### config.mk
export PLATFORM = sky130hd
export DESIGN_NAME = muldiv_seq
export DESIGN_NICKNAME = d
export VERILOG_FILES = /design/src/rtl/muldiv_pkg.sv /design/src/rtl/muldiv_step.sv /design/src/rtl/muldiv_seq.sv
export SDC_FILE = /design/constraint.sdc
export NUM_CORES = 1
export LEC_CHECK = 0
export CAP_MARGIN = 20
export CORE_AREA = 2 2 138 100
export DETAILED_ROUTE_END_ITERATION = 6
export DIE_AREA = 0 0 140 102
export HOLD_SLACK_MARGIN = 0.06
export PLACE_DENSITY = 0.71
export SYNTH_ARGS = -nofsm -noshare
export SYNTH_HDL_FRONTEND = slang
export SYNTH_SLANG_ARGS = --single-unit
### constraint.sdc
create_clock -name clk -period 3.35 [get_ports clk]
set_input_delay 0.67 -clock clk [delete_from_list [all_inputs] [get_ports clk]]
set_output_delay 0.67 -clock clk [all_outputs]
set_load 0.01 [all_outputs]
### src/rtl/muldiv_pkg.sv
// Shared opcodes, FSM encodings and counter sizing for the sequential multiply/divide unit.
package muldiv_pkg;

   localparam int DEF_WIDTH = 16;

   localparam logic OP_MUL = 1'b0;
   localparam logic OP_DIV = 1'b1;

   typedef enum logic [1:0] {
      S_IDLE = 2'd0,
      S_CALC = 2'd1,
      S_DONE = 2'd2
   } state_t;

   // Counter must hold WIDTH-1; keep at least one bit for degenerate widths.
   function automatic int cnt_w(input int w);
      return (w > 1) ? $clog2(w) : 1;
   endfunction

   localparam int CNT_W = cnt_w(DEF_WIDTH);

endpackage

### src/rtl/muldiv_step.sv
// One iteration of unsigned shift-add multiply (LSB first) or restoring divide (MSB first).
module muldiv_step
   import muldiv_pkg::*;
#(
   parameter int WIDTH = 16
) (
   input  logic             op_i,
   input  logic [WIDTH-1:0] hi_i,
   input  logic [WIDTH-1:0] lo_i,
   input  logic [WIDTH-1:0] opnd_i,
   output logic [WIDTH-1:0] hi_o,
   output logic [WIDTH-1:0] lo_o
);

   logic [WIDTH:0]   sum;
   logic [WIDTH:0]   shl;
   logic [WIDTH-1:0] diff;
   logic             ge;

   assign sum  = {1'b0, hi_i} + {1'b0, opnd_i};
   assign shl  = {hi_i, lo_i[WIDTH-1]};
   assign ge   = (shl >= {1'b0, opnd_i});
   // When ge holds the true difference is below the divisor, so WIDTH bits suffice.
   assign diff = shl[WIDTH-1:0] - opnd_i;

   always_comb begin
      hi_o = hi_i;
      lo_o = lo_i;
      if (op_i == OP_MUL) begin
         if (lo_i[0]) begin
            hi_o = sum[WIDTH:1];
            lo_o = {sum[0], lo_i[WIDTH-1:1]};
         end else begin
            hi_o = {1'b0, hi_i[WIDTH-1:1]};
            lo_o = {hi_i[0], lo_i[WIDTH-1:1]};
         end
      end else begin
         if (ge) begin
            hi_o = diff;
            lo_o = {lo_i[WIDTH-2:0], 1'b1};
         end else begin
            hi_o = shl[WIDTH-1:0];
            lo_o = {lo_i[WIDTH-2:0], 1'b0};
         end
      end
   end

endmodule

### src/rtl/muldiv_seq.sv
// Sequential unsigned multiply/divide, one bit per clock; results match the single-cycle ALU.
//
// state  | meaning
// S_IDLE | waiting for start; outputs hold last result
// S_CALC | iterating (WIDTH edges), or one edge to flag divide-by-zero
// S_DONE | done pulse, result/overflow valid
module muldiv_seq
   import muldiv_pkg::*;
#(
   parameter int WIDTH = 16
) (
   input  logic             clk,
   input  logic             rst,
   input  logic             start,
   input  logic             op,
   input  logic [WIDTH-1:0] A,
   input  logic [WIDTH-1:0] B,
   output logic             busy,
   output logic             done,
   output logic [WIDTH-1:0] result,
   output logic [WIDTH-1:0] overflow,
   output logic             div_by_zero
);

   localparam int CW = cnt_w(WIDTH);

   state_t           state_q, state_d;
   logic [CW-1:0]    cnt_q, cnt_d;
   logic             op_q, op_d;
   logic [WIDTH-1:0] opnd_q, opnd_d;
   logic [WIDTH-1:0] hi_q, hi_d;
   logic [WIDTH-1:0] lo_q, lo_d;
   logic [WIDTH-1:0] res_q, res_d;
   logic [WIDTH-1:0] ovf_q, ovf_d;
   logic             dz_q, dz_d;
   logic [WIDTH-1:0] step_hi, step_lo;

   muldiv_step #(.WIDTH(WIDTH)) u_step (
      .op_i   (op_q),
      .hi_i   (hi_q),
      .lo_i   (lo_q),
      .opnd_i (opnd_q),
      .hi_o   (step_hi),
      .lo_o   (step_lo)
   );

   always_ff @(posedge clk or posedge rst) begin
      if (rst) begin
         state_q <= S_IDLE;
         cnt_q   <= '0;
         op_q    <= OP_MUL;
         opnd_q  <= '0;
         hi_q    <= '0;
         lo_q    <= '0;
         res_q   <= '0;
         ovf_q   <= '0;
         dz_q    <= 1'b0;
      end else begin
         state_q <= state_d;
         cnt_q   <= cnt_d;
         op_q    <= op_d;
         opnd_q  <= opnd_d;
         hi_q    <= hi_d;
         lo_q    <= lo_d;
         res_q   <= res_d;
         ovf_q   <= ovf_d;
         dz_q    <= dz_d;
      end
   end

   always_comb begin
      state_d = state_q;
      cnt_d   = cnt_q;
      op_d    = op_q;
      opnd_d  = opnd_q;
      hi_d    = hi_q;
      lo_d    = lo_q;
      res_d   = res_q;
      ovf_d   = ovf_q;
      dz_d    = dz_q;
      case (state_q)
         S_IDLE: begin
            if (start) begin
               op_d  = op;
               hi_d  = '0;
               cnt_d = CW'(WIDTH - 1);
               dz_d  = 1'b0;
               // lo carries the multiplier (MUL) or the dividend (DIV); opnd is the other one.
               if (op == OP_MUL) begin
                  opnd_d = A;
                  lo_d   = B;
               end else begin
                  opnd_d = B;
                  lo_d   = A;
               end
               state_d = S_CALC;
            end
         end
         S_CALC: begin
            if ((op_q == OP_DIV) && (opnd_q == '0)) begin
               res_d   = '1;
               ovf_d   = lo_q;
               dz_d    = 1'b1;
               state_d = S_DONE;
            end else begin
               hi_d  = step_hi;
               lo_d  = step_lo;
               cnt_d = cnt_q - CW'(1);
               if (cnt_q == '0) begin
                  res_d   = step_lo;
                  ovf_d   = step_hi;
                  state_d = S_DONE;
               end
            end
         end
         S_DONE:  state_d = S_IDLE;
         default: state_d = S_IDLE;
      endcase
   end

   assign busy        = (state_q == S_CALC) || (state_q == S_DONE);
   assign done        = (state_q == S_DONE);
   assign result      = res_q;
   assign overflow    = ovf_q;
   assign div_by_zero = dz_q;

endmodule

After elaboration in Yosys (flattened, before gate mapping)
Cells that the tools add are included.
Widths: inputs -> output; s select.
- bits in registers: 88
- output and inout bits: 35
- reductions and logical operators: 12
- add/subtract/negate cells: 3
- eq/ne operators: 6
- mux-type cells: 28
- magnitude comparators: 1
- operators by type and width (kind ; number):
    $mux 16 ; 15
    $pmux 16 s2 ; 2
    $add 16x16->17 ; 1
    $ge 17x16->1 ; 1
    $logic_not 16->1 ; 1
    $sub 16x16->16 ; 1
    $mux 4 ; 2
    $pmux 4 s2 ; 1
    $mux 2 ; 3
    $ne 2x2->1 const B ; 3
    $reduce_and 2->1 ; 3
    $reduce_and 3->1 ; 2
    $logic_not 4->1 ; 1
    $pmux 2 s2 ; 1
    $reduce_bool 2->1 ; 2
    $sub 4x1->4 const B ; 1
    $mux 1 ; 3
    $ne 3x3->1 const B ; 1
    $eq 2x1->1 const B ; 1
    $eq 2x2->1 const B ; 1
    $logic_not 2->1 ; 1
    $pmux 1 s2 ; 1
    $logic_and 1x1->1 ; 1
    $logic_or 1x1->1 ; 1

Longest topological paths before layout
Gate-level depths: netlist (run 1).
- depth after elaboration: 5
- mapped depth: 11
- mapped depth without buffers: 11

Hierarchy
From an unflattened synthesis (run 1), not the netlist that was laid out.
- cells, all modules: 715
- area, all modules: 6616.3 um2
- modules (own cells, without submodules) (module ; cells each ; sequential area each (um2) ; times used ; area an instance (um2)):
    muldiv_seq ; 407 ; 2202.1 ; 1 ; 4334.2
    muldiv_step ; 308 ; 0.0 ; 1 ; 2282.2

Least setup slack after synthesis (run 1)
OpenSTA, ideal clock, no wires.
- path kind: reg-to-reg
- start: register opnd_q[14]
- end: register ovf_q[13] (netlist: overflow[13])
- arrival time: 2482 ps
- setup time: 92 ps
- cell stages (with the launch flop): 10
- setup slack: 776 ps
- period minus slack after synthesis: 2574 ps
- path through: dfrtp_1 inv_1 ha_1 a21o_1 a211o_1 a21oi_2 mux2_4 and3_1 o31a_1 o31ai_2
- cells in the longest elaborated chain, start to end: 5
- RTL lines (what ; RTL line ; RTL):
    start, declared ; muldiv_seq.sv:30 ; logic [WIDTH-1:0] opnd_q, opnd_d;
    start signal, assigned ; muldiv_seq.sv:62 ; opnd_q <= opnd_d;
    $add 16x16->17 or $ge 17x16->1 (tied branches) ; muldiv_step.sv:20, muldiv_step.sv:22 ;
    $mux 16, on equally long branches ; muldiv_step.sv:30, muldiv_step.sv:38 ;
    $mux 16 ; muldiv_step.sv:29 ; if (op_i == OP_MUL) begin
    $mux 16 ; muldiv_seq.sv:109 ; if (cnt_q == '0) begin
    $mux 16 ; muldiv_seq.sv:100 ; if ((op_q == OP_DIV) && (opnd_q == '0)) begin
    end signal, assigned ; muldiv_seq.sv:66 ; ovf_q <= ovf_d;
    end, declared ; muldiv_seq.sv:34 ; logic [WIDTH-1:0] ovf_q, ovf_d;
Parallel ways exist; a longest one is shown, timed or not. The select of a mux whose other input is x is not followed.
A chain may end at the register's enable or synchronous reset.

Worst setup path after layout (run 1)
- start: register opnd_q[4]
- end: register hi_q[11]
- cells in the longest elaborated chain, start to end: 5
- RTL lines (what ; RTL line ; RTL):
    $add 16x16->17, or another cell as far along ; muldiv_step.sv:20 ; assign sum = {1'b0, hi_i} + {1'b0, opnd_i};
    $mux 16, on equally long branches ; muldiv_step.sv:30, muldiv_step.sv:38 ;
    $mux 16 ; muldiv_step.sv:29 ;
    $mux 16 ; muldiv_seq.sv:100 ;
    $pmux 16 s2 ; muldiv_seq.sv:81 ; case (state_q)
    end signal, assigned ; muldiv_seq.sv:63 ; hi_q <= hi_d;
    end, declared ; muldiv_seq.sv:31 ; logic [WIDTH-1:0] hi_q, hi_d;
Parallel ways exist; a longest one is shown, timed or not. The select of a mux whose other input is x is not followed.

==> results of run 1 <==
==> logic make-up (layout without fill, tap and decap cells) <==
kind of cell	Yosys count	count (layout)
compound gates	272	272
simple gates	251	251
flops	88	88
buf+inv	69	134
mux	48	48
fa+ha+maj	39	39
xor+xnor	17	17
==> registers in the layout (all words and copies together) (netlist names) <==
name,flops
hi_q,16
lo_q,16
opnd_q,16
overflow,16
result,16
cnt_q,4
state_q,2
div_by_zero,1
op_q,1
==> layer usage <==
layer  part of all wire (%)  wire length (um)
met5                      0                 0
met4                    1.0               229
met3                     10              2299
met2                     40              8885
met1                     48             10620
==> worst reg2reg max path, cell delays in order, from the launching register on <==
cell	delay, ps
dfrtp_1	440
inv_1	120
ha_1	380
nand2_1	150
a211oi_2	340
o21bai_1	190
a21oi_2	430
nor2_1	270
o311a_1	460
o31ai_1	260
==> cell type report <==
cell class                 instances  area (um^2)
inverter                          30        113.9
multi-input combinational        627         4059
clock buffer                       9        225.2
sequential                        88         2202
tap                              166        207.7
clock inverter                     7        103.9
fill                            1166         5156
timing repair buffer              88        850.8
==> stage by stage <==
step	util (%)	std cells
after global placement	57.39	998
after CTS	59.93	1014
final	60.09	1015
after global routing	60.09	1015
after floorplan	-	784
after detailed placement	57.39	998
==> power by group <==
group          switching [mW]  total [mW]  leakage (nW)  internal (mW)
Combinational            3.39        5.59          2.28           2.19
Clock                   0.471        1.13         0.154          0.663
Sequential              0.498        2.01          1.11           1.51
==> timing repair <==
| item | CTS | global route |
|---|---|---|
| endpoints found under the setup margin | 0 | 4 |
| resized for setup | 0 | 1 |
| buffers inserted | 0 | 0 |
==> placed cells by master, fill, tap and decap left out, drive strengths merged, types with 12 or more instances in the layout <==
cell,n
nand2,110
dfrtp,88
o21ai,88
clkdlybuf4s50,69
a21oi,57
nor2,53
ha,37
mux2i,34
inv,31
nand3,19
buf,19
a21o,18
a31oi,16
o31ai,14
a211oi,14
mux2,14
o211ai,12
nor2b,12
and3,12
nor3,12
==> worst min path at each step <==
stage	from	end	slack, ps	cells after the start
floorplan	cnt_q[0]$_DFFE_PP0P_	cnt_q[0]$_DFFE_PP0P_	470	1
global placement	result[12]$_DFFE_PP0P_	result[12]$_DFFE_PP0P_	450	2
detailed placement	result[10]$_DFFE_PP0P_	result[10]$_DFFE_PP0P_	450	2
CTS	result[10]$_DFFE_PP0P_	result[10]$_DFFE_PP0P_	470	2
global route	result[14]$_DFFE_PP0P_	result[14]$_DFFE_PP0P_	480	2
finish	result[14]$_DFFE_PP0P_	result[14]$_DFFE_PP0P_	460	2
==> results.md, run 1 <==
- Status: complete, but fails checks
- Failing checks: DRC
- Clock Latency Late Sink: 350 ps
- Placeable Area: 12,920 um^2
- Pin count of the biggest net entering global routing: between 60 and 70
- Setup Skew: 6.195 ps
- Worst path cell trace: inv_1 -> ha_1 -> nand2_1 -> a211oi_2 -> o21bai_1 -> a21oi_2 -> nor2_1 -> o311a_1 -> o31ai_1
- Vias in the first global route: 5,978
- MaxCap Viol Count: 0
- WL/cell: about 22 um
- CTS Hold Bufs: 0
- Syn Nets: 859
- Ys async rst share: 100.0%
- HPWL after DPL: 17.05 mm
- Setup violators final: 0
- Routed vias: between 6,000 and 7,000
- Synth Register Bits: 88
- Largest area contributor in the netlist: dfrtp_1
- PnR worst setup slack: around 230 ps
- Post-synth top cells: 110 x nand2_1, 88 x dfrtp_1, 85 x o21ai_0, 55 x a21oi_1, 53 x nor2_1
- Die Width: 140 um
- Power Dens Cells: 1125 nW/um^2
- Synth top area cells: dfrtp_1 34%, ha_1 7.1%, o21ai_0 6.5%
- Critical path required time: 3600 ps
- Pleak: 3.550 nW
- Most frequent cell after synthesis: nand2_1
- Initial DRC Count: between 500 and 600
- Synth Area in Compound Gates: 26.60%
- Pre-CTS WS: between 100 and 150 ps
- GPL Wtd Cong: 0.9856
- Critical path depth: 9
- Area share of the largest cell type after synthesis: 33.85%
- CP Max Fanout: 9
- Pwr Total: 8.735 mW
- Syn-to-layout area delta: 19.33%
- Maximum root-to-sink buffer count: 2
- CTS buffer count: 9
- Worst r2r path cells: 9
- Multiplexer share of the synthesized area: 7.713%
- R2R setup slack: 230 ps
- First-pass GRT wire length: roughly 35 mm
- Critical Path End: hi_q[11]$_DFFE_PP0P_
- Hold WS: 463.9 ps
- Max Slew Vio Count: 0
- Fin area: 7762 um^2
- Die area: roughly 14,000 um^2
- Worst-path clk slew: ~70 ps
- Hold Violations, Final: 0
- Crit path buffers/inverters: 1
- Commonest register cell after synthesis: dfrtp_1
- Worst Setup Path Type: reg2reg
- Vias per cell: 6.266
- Reg-to-Reg End: hi_q[11]$_DFFE_PP0P_
- CP max stage delay: 460 ps
- Crit path from: opnd_q[4]$_DFFE_PP0P_
- Least-Margin Pin Slew: 954.2 ps
- Simple-gate portion of the synthesized area: 17.81%
- Area after DPL: 7413 um^2
- Clock sinks: just under 90
- Reg2reg start: opnd_q[4]$_DFFE_PP0P_
- Grt peak-use layer: met1
- Critical Path AT: approximately 3400 ps
- Period utilisation layout: approximately 93%
- VDD IR max: 0.0004347 V
- CP max-delay cell: o311a_1
- Combinational family with the most area after synthesis: compound AO/OA/AOI/OAI gates
- Avg Inst Size Synth: 8.297 um^2
- Drt total wl: between 20 and 25 mm
- Grt met2 use: 45.28%
- TritonCTS clock tree: built
- DRC: 5
- Grt met3 use: 9.419%
- Synth warn: 0
- Number of synthesized flops with an enable pin: 0
- Cell variety after synth: between 60 and 70
- Share of layout cells above drive strength 1: 8.009%
- Die height: 102 um
- Worst setup SP type: register
- Root buffer cell: clkbuf_16
- Delay-heaviest family, CP: compound AO/OA/AOI/OAI gates
- Total global-route track usage: roughly a third
- Boundary pin count: 71
- FP Rows: 35
- Total global routing overflow: 0
- Sequential area share after synthesis: 33.85%
- DRT antenna net count: 0
- Post-Syn Area: 6505 um^2
- Drt pass-1 iters: 7
- Adder-Cell Fraction of Synth Area: 7.732%
- TNS Setup: 0 ps
- Hold Path Class: reg2reg
- Synth Instances: 784
- Final min period: 3123 ps
- Nets@finish: 919
- Slew margin rel.: a little over a third
- CP endpoint kind: register
- Fmax: 320.2 MHz
- H-Tree Depth: 3
- Initial core utilization: 50.35%
- Synth Area in XOR/XNOR: 2.289%
- Port Buffers: 70
- Initial antenna violation count: 0
- Antenna diodes: 0
- Met1 Usage GRT: 47.92%
- RSZ-0062 raised after global routing: false
(Power assumes the default switching activity.)
==> run 2, diff against run 1 <==
ABC_CLOCK_PERIOD_IN_PS = 3350   (was not set)
SKIP_CTS_REPAIR_TIMING = 1   (was not set)
==> results of run 2 <==
Final layout, timing and power as in run 1 (identical DEF).
